$ cat src/rtl/signal_sequencer_pkg.sv
// Shared encodings for the four-way junction sequencer.
//   light_t : per-road lamp state (red / yellow / green); 2'd3 is never driven
//   road_t  : road index, N=0 E=1 S=2 W=3, wraps W -> N
//   state_t : sequencer FSM state
// Helpers:
//   road_inc  - next road in rotation (mod 4)
//   light_for - lamp value one road shows for a given FSM state / owner road
package signal_sequencer_pkg;

  typedef enum logic [1:0] {
    LT_RED    = 2'd0,
    LT_YELLOW = 2'd1,
    LT_GREEN  = 2'd2
  } light_t;

  typedef enum logic [1:0] {
    ROAD_N = 2'd0,
    ROAD_E = 2'd1,
    ROAD_S = 2'd2,
    ROAD_W = 2'd3
  } road_t;

  typedef enum logic [1:0] {
    ST_IDLE   = 2'd0,
    ST_GREEN  = 2'd1,
    ST_YELLOW = 2'd2,
    ST_ALLRED = 2'd3
  } state_t;

  // Width of the seconds down-counter; TG inputs are 8 bits, so 255 s fits.
  localparam int SEC_W = 8;

  // Two-bit add wraps W back to N on its own.
  function automatic road_t road_inc(input road_t r);
    return road_t'(r + 2'd1);
  endfunction

  // Only the owning road ever leaves red, which keeps the lights one-hot
  // by construction instead of by checking.
  function automatic light_t light_for(input state_t s, input road_t owner,
                                       input road_t me);
    light_t l;
    l = LT_RED;
    if (owner == me) begin
      if (s == ST_GREEN)       l = LT_GREEN;
      else if (s == ST_YELLOW) l = LT_YELLOW;
    end
    return l;
  endfunction

endpackage

$ cat src/rtl/signal_sequencer_if.sv
// Junction bus between the sequencer and the green-time adaptation block.
//   enable                 run request (0 parks the junction in all-red)
//   TGn/TGe/TGs/TGw        green time per road, seconds
//   next_road, load_req    road select toward the adaptation block + change pulse
//   cur_road               road owning green/yellow
//   light_n/e/s/w          lamp outputs
//   cycle_done             pulse when the W green slot ends (served or skipped)
// Modports:
//   master - the sequencer (drives road select, lamps and pulses)
//   slave  - the adaptation side / environment
interface signal_sequencer_if;
  import signal_sequencer_pkg::*;

  logic       enable;
  logic [7:0] TGn;
  logic [7:0] TGe;
  logic [7:0] TGs;
  logic [7:0] TGw;
  road_t      next_road;
  road_t      cur_road;
  light_t     light_n;
  light_t     light_e;
  light_t     light_s;
  light_t     light_w;
  logic       load_req;
  logic       cycle_done;

  modport master (
    input  enable, TGn, TGe, TGs, TGw,
    output next_road, cur_road, light_n, light_e, light_s, light_w,
           load_req, cycle_done
  );

  modport slave (
    output enable, TGn, TGe, TGs, TGw,
    input  next_road, cur_road, light_n, light_e, light_s, light_w,
           load_req, cycle_done
  );

endinterface

$ cat src/rtl/signal_sequencer_prescaler.sv
// sec_prescaler: divides clk down to a one-cycle tick per second.
//   clk   - clock
//   reset - asynchronous active-low reset
//   clr   - synchronous restart; counter is 0 in the cycle after clr
//   tick  - high on the terminal count (TICKS_PER_SEC-1)
// Restarting on every phase entry means a phase of N seconds is exactly
// N*TICKS_PER_SEC cycles, independent of where the free-run count was.
module sec_prescaler #(
  parameter int TICKS_PER_SEC = 100
) (
  input  logic clk,
  input  logic reset,
  input  logic clr,
  output logic tick
);

  localparam int CW = (TICKS_PER_SEC > 1) ? $clog2(TICKS_PER_SEC) : 1;
  localparam logic [CW-1:0] TERM = CW'(TICKS_PER_SEC - 1);

  logic [CW-1:0] cnt;

  // With TICKS_PER_SEC=1 the count sits at 0 == TERM, so every cycle ticks.
  assign tick = (cnt == TERM);

  always_ff @(posedge clk or negedge reset) begin
    if (!reset)           cnt <= '0;
    else if (clr || tick) cnt <= '0;
    else                  cnt <= cnt + CW'(1);
  end

endmodule

$ cat src/rtl/signal_sequencer.sv
// signal_sequencer: four-way traffic junction sequencer.
// Rotates green N -> E -> S -> W with per-road green times sampled from the
// adaptation block, a fixed yellow and a fixed all-red clearance between
// roads. A road with TG=0 is skipped inside all-red, so no lamp flickers.
// Ports:
//   clk   - clock, all state changes on rising edge
//   reset - asynchronous active-low reset
//   bus   - junction bus (master side), see signal_sequencer_if
// Timing:
//   - every state change clears the prescaler and loads the seconds counter,
//     so a phase of N seconds is exactly N*TICKS_PER_SEC cycles
//   - a phase ends on the second tick that takes the counter from 1 to 0
//   - load_req/cycle_done are registered, so they appear in the first cycle
//     of the new next_road value
module signal_sequencer
  import signal_sequencer_pkg::*;
#(
  parameter int TICKS_PER_SEC = 100,
  parameter int YELLOW_SEC    = 3,
  parameter int ALLRED_SEC    = 1
) (
  input  logic               clk,
  input  logic               reset,
  signal_sequencer_if.master bus
);

  localparam logic [SEC_W-1:0] YEL_LD = SEC_W'(YELLOW_SEC);
  localparam logic [SEC_W-1:0] AR_LD  = SEC_W'(ALLRED_SEC);

  state_t           state, state_nxt;
  road_t            cur_road, cur_nxt;
  road_t            next_road, next_nxt;
  logic [SEC_W-1:0] sec_cnt, sec_nxt;
  logic             load_req, load_req_nxt;
  logic             cycle_done, cycle_done_nxt;
  logic             entry;
  logic             sec_tick;
  logic             expire;
  logic [7:0]       tg_sel;

  sec_prescaler #(
    .TICKS_PER_SEC(TICKS_PER_SEC)
  ) u_prescaler (
    .clk  (clk),
    .reset(reset),
    .clr  (entry),
    .tick (sec_tick)
  );

  // Green time of the road about to be served.
  always_comb begin
    tg_sel = bus.TGn;
    case (next_road)
      ROAD_N: tg_sel = bus.TGn;
      ROAD_E: tg_sel = bus.TGe;
      ROAD_S: tg_sel = bus.TGs;
      ROAD_W: tg_sel = bus.TGw;
    endcase
  end

  assign expire = sec_tick && (sec_cnt == SEC_W'(1));

  always_comb begin
    state_nxt      = state;
    cur_nxt        = cur_road;
    next_nxt       = next_road;
    sec_nxt        = sec_cnt;
    entry          = 1'b0;
    load_req_nxt   = 1'b0;
    cycle_done_nxt = 1'b0;

    if (sec_tick && (sec_cnt != '0)) sec_nxt = sec_cnt - SEC_W'(1);

    case (state)
      ST_IDLE: begin
        if (bus.enable) begin
          state_nxt = ST_ALLRED;
          entry     = 1'b1;
          sec_nxt   = AR_LD;
        end
      end

      // Dropping enable cuts green short but never skips yellow.
      ST_GREEN: begin
        if (!bus.enable || expire) begin
          state_nxt      = ST_YELLOW;
          entry          = 1'b1;
          sec_nxt        = YEL_LD;
          cycle_done_nxt = (cur_road == ROAD_W);
        end
      end

      // Yellow always runs to completion.
      ST_YELLOW: begin
        if (expire) begin
          state_nxt = ST_ALLRED;
          entry     = 1'b1;
          sec_nxt   = AR_LD;
        end
      end

      ST_ALLRED: begin
        if (expire) begin
          entry = 1'b1;
          if (!bus.enable) begin
            // next_road is kept so re-enabling resumes the rotation.
            state_nxt = ST_IDLE;
            sec_nxt   = '0;
          end else begin
            next_nxt     = road_inc(next_road);
            load_req_nxt = 1'b1;
            if (tg_sel != 8'd0) begin
              state_nxt = ST_GREEN;
              cur_nxt   = next_road;
              sec_nxt   = tg_sel;
            end else begin
              // Skip: spend another clearance period on the following road.
              sec_nxt        = AR_LD;
              cycle_done_nxt = (next_road == ROAD_W);
            end
          end
        end
      end

      default: begin
        state_nxt = ST_IDLE;
        entry     = 1'b1;
        sec_nxt   = '0;
      end
    endcase
  end

  always_ff @(posedge clk or negedge reset) begin
    if (!reset) begin
      state      <= ST_IDLE;
      cur_road   <= ROAD_W;
      next_road  <= ROAD_N;
      sec_cnt    <= '0;
      load_req   <= 1'b0;
      cycle_done <= 1'b0;
    end else begin
      state      <= state_nxt;
      cur_road   <= cur_nxt;
      next_road  <= next_nxt;
      sec_cnt    <= sec_nxt;
      load_req   <= load_req_nxt;
      cycle_done <= cycle_done_nxt;
    end
  end

  // Lamps decode straight from registered state, so reset blanks them at
  // once without waiting for a clock.
  assign bus.light_n    = light_for(state, cur_road, ROAD_N);
  assign bus.light_e    = light_for(state, cur_road, ROAD_E);
  assign bus.light_s    = light_for(state, cur_road, ROAD_S);
  assign bus.light_w    = light_for(state, cur_road, ROAD_W);
  assign bus.next_road  = next_road;
  assign bus.cur_road   = cur_road;
  assign bus.load_req   = load_req;
  assign bus.cycle_done = cycle_done;

endmodule
$ cat src/flat_wrapper.sv
// flat-port wrapper written by rule: the top's interface ports become plain ports
module signal_sequencer_flat import signal_sequencer_pkg::*;
#(
  parameter int TICKS_PER_SEC = 100,
  parameter int YELLOW_SEC    = 3,
  parameter int ALLRED_SEC    = 1
)
  (clk, reset, bus_enable, bus_TGn, bus_TGe, bus_TGs, bus_TGw, bus_next_road, bus_cur_road, bus_light_n, bus_light_e, bus_light_s, bus_light_w, bus_load_req, bus_cycle_done);
  signal_sequencer_if bus_i ();
  input  logic clk;
  input  logic reset;
  input wire logic [$bits(bus_i.enable)-1:0] bus_enable;
  input wire logic [$bits(bus_i.TGn)-1:0] bus_TGn;
  input wire logic [$bits(bus_i.TGe)-1:0] bus_TGe;
  input wire logic [$bits(bus_i.TGs)-1:0] bus_TGs;
  input wire logic [$bits(bus_i.TGw)-1:0] bus_TGw;
  output wire logic [$bits(bus_i.next_road)-1:0] bus_next_road;
  output wire logic [$bits(bus_i.cur_road)-1:0] bus_cur_road;
  output wire logic [$bits(bus_i.light_n)-1:0] bus_light_n;
  output wire logic [$bits(bus_i.light_e)-1:0] bus_light_e;
  output wire logic [$bits(bus_i.light_s)-1:0] bus_light_s;
  output wire logic [$bits(bus_i.light_w)-1:0] bus_light_w;
  output wire logic [$bits(bus_i.load_req)-1:0] bus_load_req;
  output wire logic [$bits(bus_i.cycle_done)-1:0] bus_cycle_done;
  assign bus_i.enable = bus_enable;
  assign bus_i.TGn = bus_TGn;
  assign bus_i.TGe = bus_TGe;
  assign bus_i.TGs = bus_TGs;
  assign bus_i.TGw = bus_TGw;
  assign bus_next_road = bus_i.next_road;
  assign bus_cur_road = bus_i.cur_road;
  assign bus_light_n = bus_i.light_n;
  assign bus_light_e = bus_i.light_e;
  assign bus_light_s = bus_i.light_s;
  assign bus_light_w = bus_i.light_w;
  assign bus_load_req = bus_i.load_req;
  assign bus_cycle_done = bus_i.cycle_done;
  signal_sequencer #(.TICKS_PER_SEC(TICKS_PER_SEC), .YELLOW_SEC(YELLOW_SEC), .ALLRED_SEC(ALLRED_SEC)) u_core (.clk(clk), .reset(reset), .bus(bus_i));
endmodule
$ cat config.mk
export PLATFORM = sky130hd
export DESIGN_NAME = signal_sequencer_flat
export DESIGN_NICKNAME = d
export VERILOG_FILES = /design/src/rtl/signal_sequencer_pkg.sv /design/src/rtl/signal_sequencer_if.sv /design/src/rtl/signal_sequencer_prescaler.sv /design/src/rtl/signal_sequencer.sv /design/src/flat_wrapper.sv
export SDC_FILE = /design/constraint.sdc
export NUM_CORES = 1
export LEC_CHECK = 0
export BUFFER_PORTS_ARGS = -buffer_cell sky130_fd_sc_hd__buf_4
export CORE_MARGIN = 4
export CORE_UTILIZATION = 51
export CTS_CLUSTER_DIAMETER = 50
export CTS_CLUSTER_SIZE = 12
export DETAILED_ROUTE_END_ITERATION = 7
export PLACE_DENSITY = 0.87
export SYNTH_ARGS = -nofsm -noshare
export SYNTH_HDL_FRONTEND = slang
export SYNTH_SLANG_ARGS = --single-unit
$ cat constraint.sdc
create_clock -name clk -period 3 [get_ports clk]
set_input_delay 0.3 -clock clk [delete_from_list [all_inputs] [get_ports clk]]
set_output_delay 0.3 -clock clk [all_outputs]
set_load 0.01 [all_outputs]
==> impl_metrics.toml, run 1 <==
[status]
outcome = "finished clean"

[detailed_routing]
drtPass1Iterations = 6
routedWlPerCell_um = 14.7
vias = 1584
viasPerCell = 5.85
drc = 0
wl_met1_mm = 1.69
top_layer_used = "met4"
ant_nets = 0
routed_wl_mm = 4.00
drt_iter0_drc = 131
wl_met3_um = 253
wl_met2_mm = 1.96

[cts]
cts_root_buffer = "clkbuf_4"
cts_buffers = 3
cts_tree = "yes"
cts_hold_buf = 1
clock-sinks = 23
cts.htree.levels = 1
cts_buffer_depth = 2
clock_latency_ns = 0.31
cts.clk_slew.worst_paths_ns = 0.12
post_cts_buffers = 0
cts_resized = 0

[min_path]
min-delay-start = "bus_TGn[3]"
whs_path_depth = 4
min_path_type = "input pin to flop"
hold_end = "u_core.sec_cnt[3]"

[sta]
slew_violations = 0
finalClockSkew_ns = 0.00573
hold_violations = 0
setup_slack_ns = 0.443
fin_crit_sh = 0.852
tightestPinTransition_ns = 0.628
setup_viol = 0
slew_headroom = 0.578
fmax_mhz = 391
rsz0062_at_grt = "false"
tns_ns = 0
finalCriticalPeriod_ns = 2.56

[synthesis]
synthDominantCellAreaShare = 0.325
synth-edff-count = 0
ys_seq_elements = 23
ys.flop_type = "dfrtp_1"
synthTopCellsByArea = "dfrtp_1 (33%), ha_1 (6.2%), a222oi_1 (5.0%)"
synth_largest_area_cell = "dfrtp_1"
yosys_warnings = 0
seq_area_frac_synth = 0.358
synth_cells = 181
synth_nets = 224
synth.distinct_cells = 44
syn_area_sq_um = 1620
synthArstFlopShare = 1.00
synth_area_per_cell_sq_um = 8.93

[floorplanning]
die_y_um = 64.3
die-width_um = 64.3
ioPinCount = 49
start_util = 0.530
rows = 20
core-area_sq_um = 3050
die-area_sq_um = 4130

[worst_setup_path]
crit_required_ns = 3.25
reg2regPathDepth = 7
path_cells = "inv_1 -> ha_1 -> inv_1 -> or3_1 -> a211oi_1 -> a21oi_1 -> mux2_2"
timing.rr.start = "u_core.bus.next_road[0]"
cp_num_buf_inv = 2
regToRegSetupSlack_ns = 0.44
r2r-end = "u_core.bus.cur_road[0]"
endpoint_kind = "flop"
cp.arrival_ns = 2.81
start_kind = "flop"
path_max_fanout = 13
crit_type = "flop to flop"
cp-startpoint = "u_core.bus.next_road[0]"
crit_family = "compound AO/OA/AOI/OAI gates"
critical_path.most_common_cell = "inv_1"
cp_slowest_cell = "a211oi_1"
crit_path_max_incr_delay_ns = 0.48

[final_layout]
fin_cells = 271
nFillCells = 267
drive_gt1_frac = 0.282
final_core_util = 0.668
synthToLayoutAreaGrowth_pct = 26.2
antenna_cells = 0
layout.nets = 271

[grt]
antenna_found_initial = 0
grt_pass1_vias = 1510
grt_first_pass_wirelength_mm = 6.78
grt-ovfl-total = 0
grt_max_degree = 24
track_usage = 0.205

[place]
dp.final_hpwl_mm = 3.12
io_buffers = 48
gp_congestion = 0.845
dp_slack_ns = 0.508
dp_cells = 266

[power]
pwr_density_cell_nw_per_um2 = 411
vdd_drop_max_mv = 0.188
p_leak_uw = 0.000922

[job]
maxCapViolCount = 0
[layout make-up]
| type | count | area [sq um] | share of cell area |
|---|---|---|---|
| clock buffers | 4 | 26.3 | 0.0129 |
| inverters | 8 | 30.0 | 0.0147 |
| multi-input cells | 141 | 966 | 0.473 |
| flip-flops and latches | 23 | 578 | 0.283 |
| well taps | 44 | 55.1 | 0.0270 |
| repair buffers | 51 | 385 | 0.189 |
[stage by stage]
stage          instance area [sq um]  hold slack (ns)  total power [uW]
2_1_floorplan                   1620          0.00441               610
3_3_place_gp                    2000            0.206               689
3_5_place_dp                    2000            0.207               700
4_1_cts                         2040            0.294               847
5_1_grt                         2040            0.330               911
6_report                        2040            0.304               838
[worst max-delay path by stage]
stage / to / slack [ns] / cells after the start
after floorplan: u_core.sec_cnt[1] / 0.54 / 6
after global placement: u_core.bus.cur_road[0] / 0.52 / 7
after detailed placement: u_core.bus.cur_road[1] / 0.51 / 7
after CTS: u_core.bus.cur_road[0] / 0.47 / 7
after global routing: u_core.bus.cur_road[1] / 0.21 / 7
final: u_core.bus.cur_road[0] / 0.44 / 7
[cell usage after synthesis, drive strengths merged, types with 6 or more instances]
cell and instances:
xor2 9, nor2b 6, nand3 10, o2bb2ai 6, inv 8, nor2 19
ha 8, dfrtp 21, nand2 10, a222oi 8, nor3 7, a21oi 7
[worst reg2reg max path, stage by stage (launching register included)]
cell and delay, ns:
dfrtp_1 0.47, inv_1 0.11, ha_1 0.31, inv_1 0.24
or3_1 0.42, a211oi_1 0.48, a21oi_1 0.18, mux2_2 0.30
[cell usage in the layout, fill, tap and decap left out, types with 7 or more instances in the layout]
cell / n
a21oi_1: 7
xor2_1: 9
dfrtp_1: 21
nor3_1: 7
a222oi_1: 8
ha_1: 8
nand2_1: 10
nand3_1: 10
buf_4: 50
nor2_1: 19
inv_1: 8
[registers in the layout (all words and copies together) (netlist names)]
| signal | count |
|---|---|
| u_core.bus.cur_road | 2 |
| u_core.bus.cycle_done | 1 |
| u_core.bus.load_req | 1 |
| u_core.bus.next_road | 2 |
| u_core.sec_cnt | 8 |
| u_core.state | 2 |
| u_core.u_prescaler.cnt | 7 |
[power by group]
| part | internal [uW] | switching (uW) | total (uW) |
|---|---|---|---|
| logic | 132 | 118 | 249 |
| registers | 377 | 70.7 | 448 |
| clock network | 52.0 | 89.2 | 141 |
[layer usage]
layer	vias to the layer above	track usage
li1	767	-
met1	740	0.281
met2	66	0.340
met3	11	0.0158
met4	0	0.0686
met5	-	0
[kinds of logic after synthesis]
| logic type | synth area share |
|---|---|
| AOI/OAI and AO/OA | 0.191 |
| DFF | 0.358 |
| muxes | 0.0209 |
| xor gates and xnor gates | 0.0704 |
| adders and majority gates | 0.0619 |
| and+or+nand+nor | 0.253 |
| buffers and inverters | 0.0449 |
Note: power is estimated with default switching activity, not from simulation.
==> inputs of run 2 (changes only) <==
--- a/config.mk
+++ b/config.mk
@@ -5,13 +5,13 @@
 export SDC_FILE = /design/constraint.sdc
 export NUM_CORES = 1
 export LEC_CHECK = 0
+export ABC_AREA = 1
 export BUFFER_PORTS_ARGS = -buffer_cell sky130_fd_sc_hd__buf_4
-export CORE_MARGIN = 4
-export CORE_UTILIZATION = 51
+export CORE_UTILIZATION = 52
 export CTS_CLUSTER_DIAMETER = 50
 export CTS_CLUSTER_SIZE = 12
 export DETAILED_ROUTE_END_ITERATION = 7
-export PLACE_DENSITY = 0.87
+export PLACE_DENSITY = 0.88
 export SYNTH_ARGS = -nofsm -noshare
 export SYNTH_HDL_FRONTEND = slang
 export SYNTH_SLANG_ARGS = --single-unit
==> run 2 against run 1 <==
Against the previous run: combinational power grew 75%; highest routed layer unchanged; largest cell class unchanged; critical path type unchanged; global-route usage rose by 2.9 points; non-clock buffer count fell by 2.
==> impl_metrics.toml, run 2 <==
[status]
outcome = "finished clean"

[power]
finalPower_uw = 985
combPwrFrac = 0.442
pwr_density_cell_nw_per_um2 = 458
p_clk_frac = 0.147
switching_power_uw = 403
power.share.sequential = 0.411
vdd_drop_max_mv = 0.235
p_leak_uw = 0.00114
switching_share = 0.409
p_int_uw = 582

[detailed_routing]
vias = 1669
drc = 0
routedWlPerCell_um = 11.1
drt_iter0_drc = 66
ant_nets = 0
viasPerCell = 4.95
routed_wl_mm = 3.73
drtPass1Iterations = 4

[worst_setup_path]
endpoint_kind = "flop"
cp.arrival_ns = 2.15
path_max_fanout = 16
crit_type = "flop to flop"
start_kind = "flop"
reg2regPathDepth = 11
crit_required_ns = 3.25

[sta]
setup_slack_ns = 1.10
tns_ns = 0
rsz0062_at_grt = "false"
holdWs_ns = 0.253
hold_violations = 0
finalCriticalPeriod_ns = 1.90
setup_viol = 0
slew_headroom = 0.779
fmax_mhz = 528
slew_violations = 0
fin_crit_sh = 0.632
tightestPinTransition_ns = 0.332
finalClockSkew_ns = 0.00212

[synthesis]
seq_area_frac_synth = 0.333
ys.flop_type = "dfrtp_1"
synth_nets = 288
synth_area_per_cell_sq_um = 7.09
synth_largest_area_cell = "dfrtp_1"
synth_cells = 245
synthDominantCellAreaShare = 0.303
syn_area_sq_um = 1740
synth-edff-count = 0
synthTopCellsByCount = "nand2_1 (80), nor2_1 (23), dfrtp_1 (21)"
synthTopCellsByArea = "dfrtp_1 (30%), nand2_1 (17%), ha_1 (5.8%)"
synth.distinct_cells = 33
yosysMostFrequentCell = "nand2_1"
yosys_warnings = 0
ys_seq_elements = 23
synthArstFlopShare = 1.00

[final_layout]
largest_reg_flops = 8
fin_cells = 337
final_cell_mix = "nand2_1 (80), buf_4 (48), nor2_1 (23)"
regMostFlops = "u_core.sec_cnt"
synthToLayoutAreaGrowth_pct = 23.9
antenna_cells = 0
layout.nets = 337
nFillCells = 278
drive_gt1_frac = 0.276
layout_commonest_cell = "nand2_1"
top_regs = "u_core.sec_cnt x8, u_core.u_prescaler.cnt x7"

[cts]
clock-sinks = 23
cts.htree.levels = 1
clock_latency_ns = 0.31
cts_resized = 0
cts_buffer_depth = 2
cts_tree = "yes"
cts_buffers = 3
cts.clk_slew.worst_paths_ns = 0.12
cts_root_buffer = "clkbuf_4"

[grt]
grt-ovfl-total = 0
grt_pass1_vias = 1580
grt_max_degree = 24
antenna_found_initial = 0
grt_first_pass_wirelength_mm = 6.40
track_usage = 0.234

[floorplanning]
core-area_sq_um = 3100
ioPinCount = 49
rows = 20
die-area_sq_um = 3570
die-width_um = 59.8
start_util = 0.560
die_y_um = 59.8

[job]
maxCapViolCount = 0

[place]
dp_slack_ns = 1.13
io_buffers = 48
dp.final_hpwl_mm = 3.06
dp_cells = 332
gp_congestion = 0.892

[min_path]
whs_path_depth = 3
min_path_type = "input pin to flop"
[run 2: worst max-delay path, cell delays in order (launching register included)]
cell     delay, ns
dfrtp_1       0.46
inv_1         0.14
ha_1          0.17
inv_2         0.10
or2_2         0.28
o21ai_1       0.12
nand2_1       0.08
nor2_1        0.12
nand2_2       0.11
nand2_2       0.10
nand2_1       0.06
o21ai_1       0.09
[run 2: cells by family (layout without fill, tap and decap cells)]
kind of cell,Yosys count,after routing,share of synthesized area
compound gates,29,29,0.0980
xor+xnor,7,7,0.0353
fa+ha+maj,8,8,0.0576
buf+inv,29,77,0.0742
flops,23,23,0.333
simple gates,149,149,0.402
[run 2: per-layer routing]
layer / vias up / track usage / part of all wire
li1: 872 / - / -
met1: 725 / 0.316 / 0.46
met2: 63 / 0.368 / 0.46
met3: 9 / 0.0303 / 0.056
met4: 0 / 0.113 / 0.020
met5: - / 0 / 0
[run 2: timing repair]
action,4_1_cts,5_1_grt
setup buffers,0,0
endpoints found under the setup margin,0,0
hold buffers,1,0
hold endpoints to repair,21,0
[run 2: power by group through the flow]
stage                     sequential [uW]  combinational (uW)  clock (uW)
after floorplan                       400                 311           0
after global placement                409                 428           0
after detailed placement              412                 438           0
after CTS                             405                 441         148
after global routing                  414                 499         158
final                                 405                 435         144
[run 2: path summary, 6_finish.rpt]
kind	startpoint	end	slack [ns]
max	u_core.bus.next_road[0]	u_core.bus.cur_road[0]	1.10
min reg2reg	u_core.u_prescaler.cnt[0]	u_core.u_prescaler.cnt[0]	0.48
max in group asynchronous	reset	u_core.bus.cur_road[0]	2.34
min	bus_enable	u_core.sec_cnt[0]	0.25
min in group asynchronous	reset	u_core.sec_cnt[7]	0.38
max reg2reg	u_core.bus.next_road[0]	u_core.bus.cur_road[0]	1.10
[run 2: area by class of cell]
class	instances	area [sq um]	share of cell area
Clock buffer	3	22.5	0.0105
Clock inverter	1	5.00	0.00233
Inverter	24	91.3	0.0424
Multi-Input combinational cell	193	1030	0.478
Sequential cell	23	578	0.269
Tap cell	44	55.1	0.0256
Timing Repair Buffer	49	370	0.172
[run 2: metrics by stage]
stage	area (sq um)	util
final	2150	0.694
after CTS	2150	0.694
after floorplan	1740	-
after detailed placement	2110	0.681
after global placement	2110	0.681
after global routing	2150	0.694
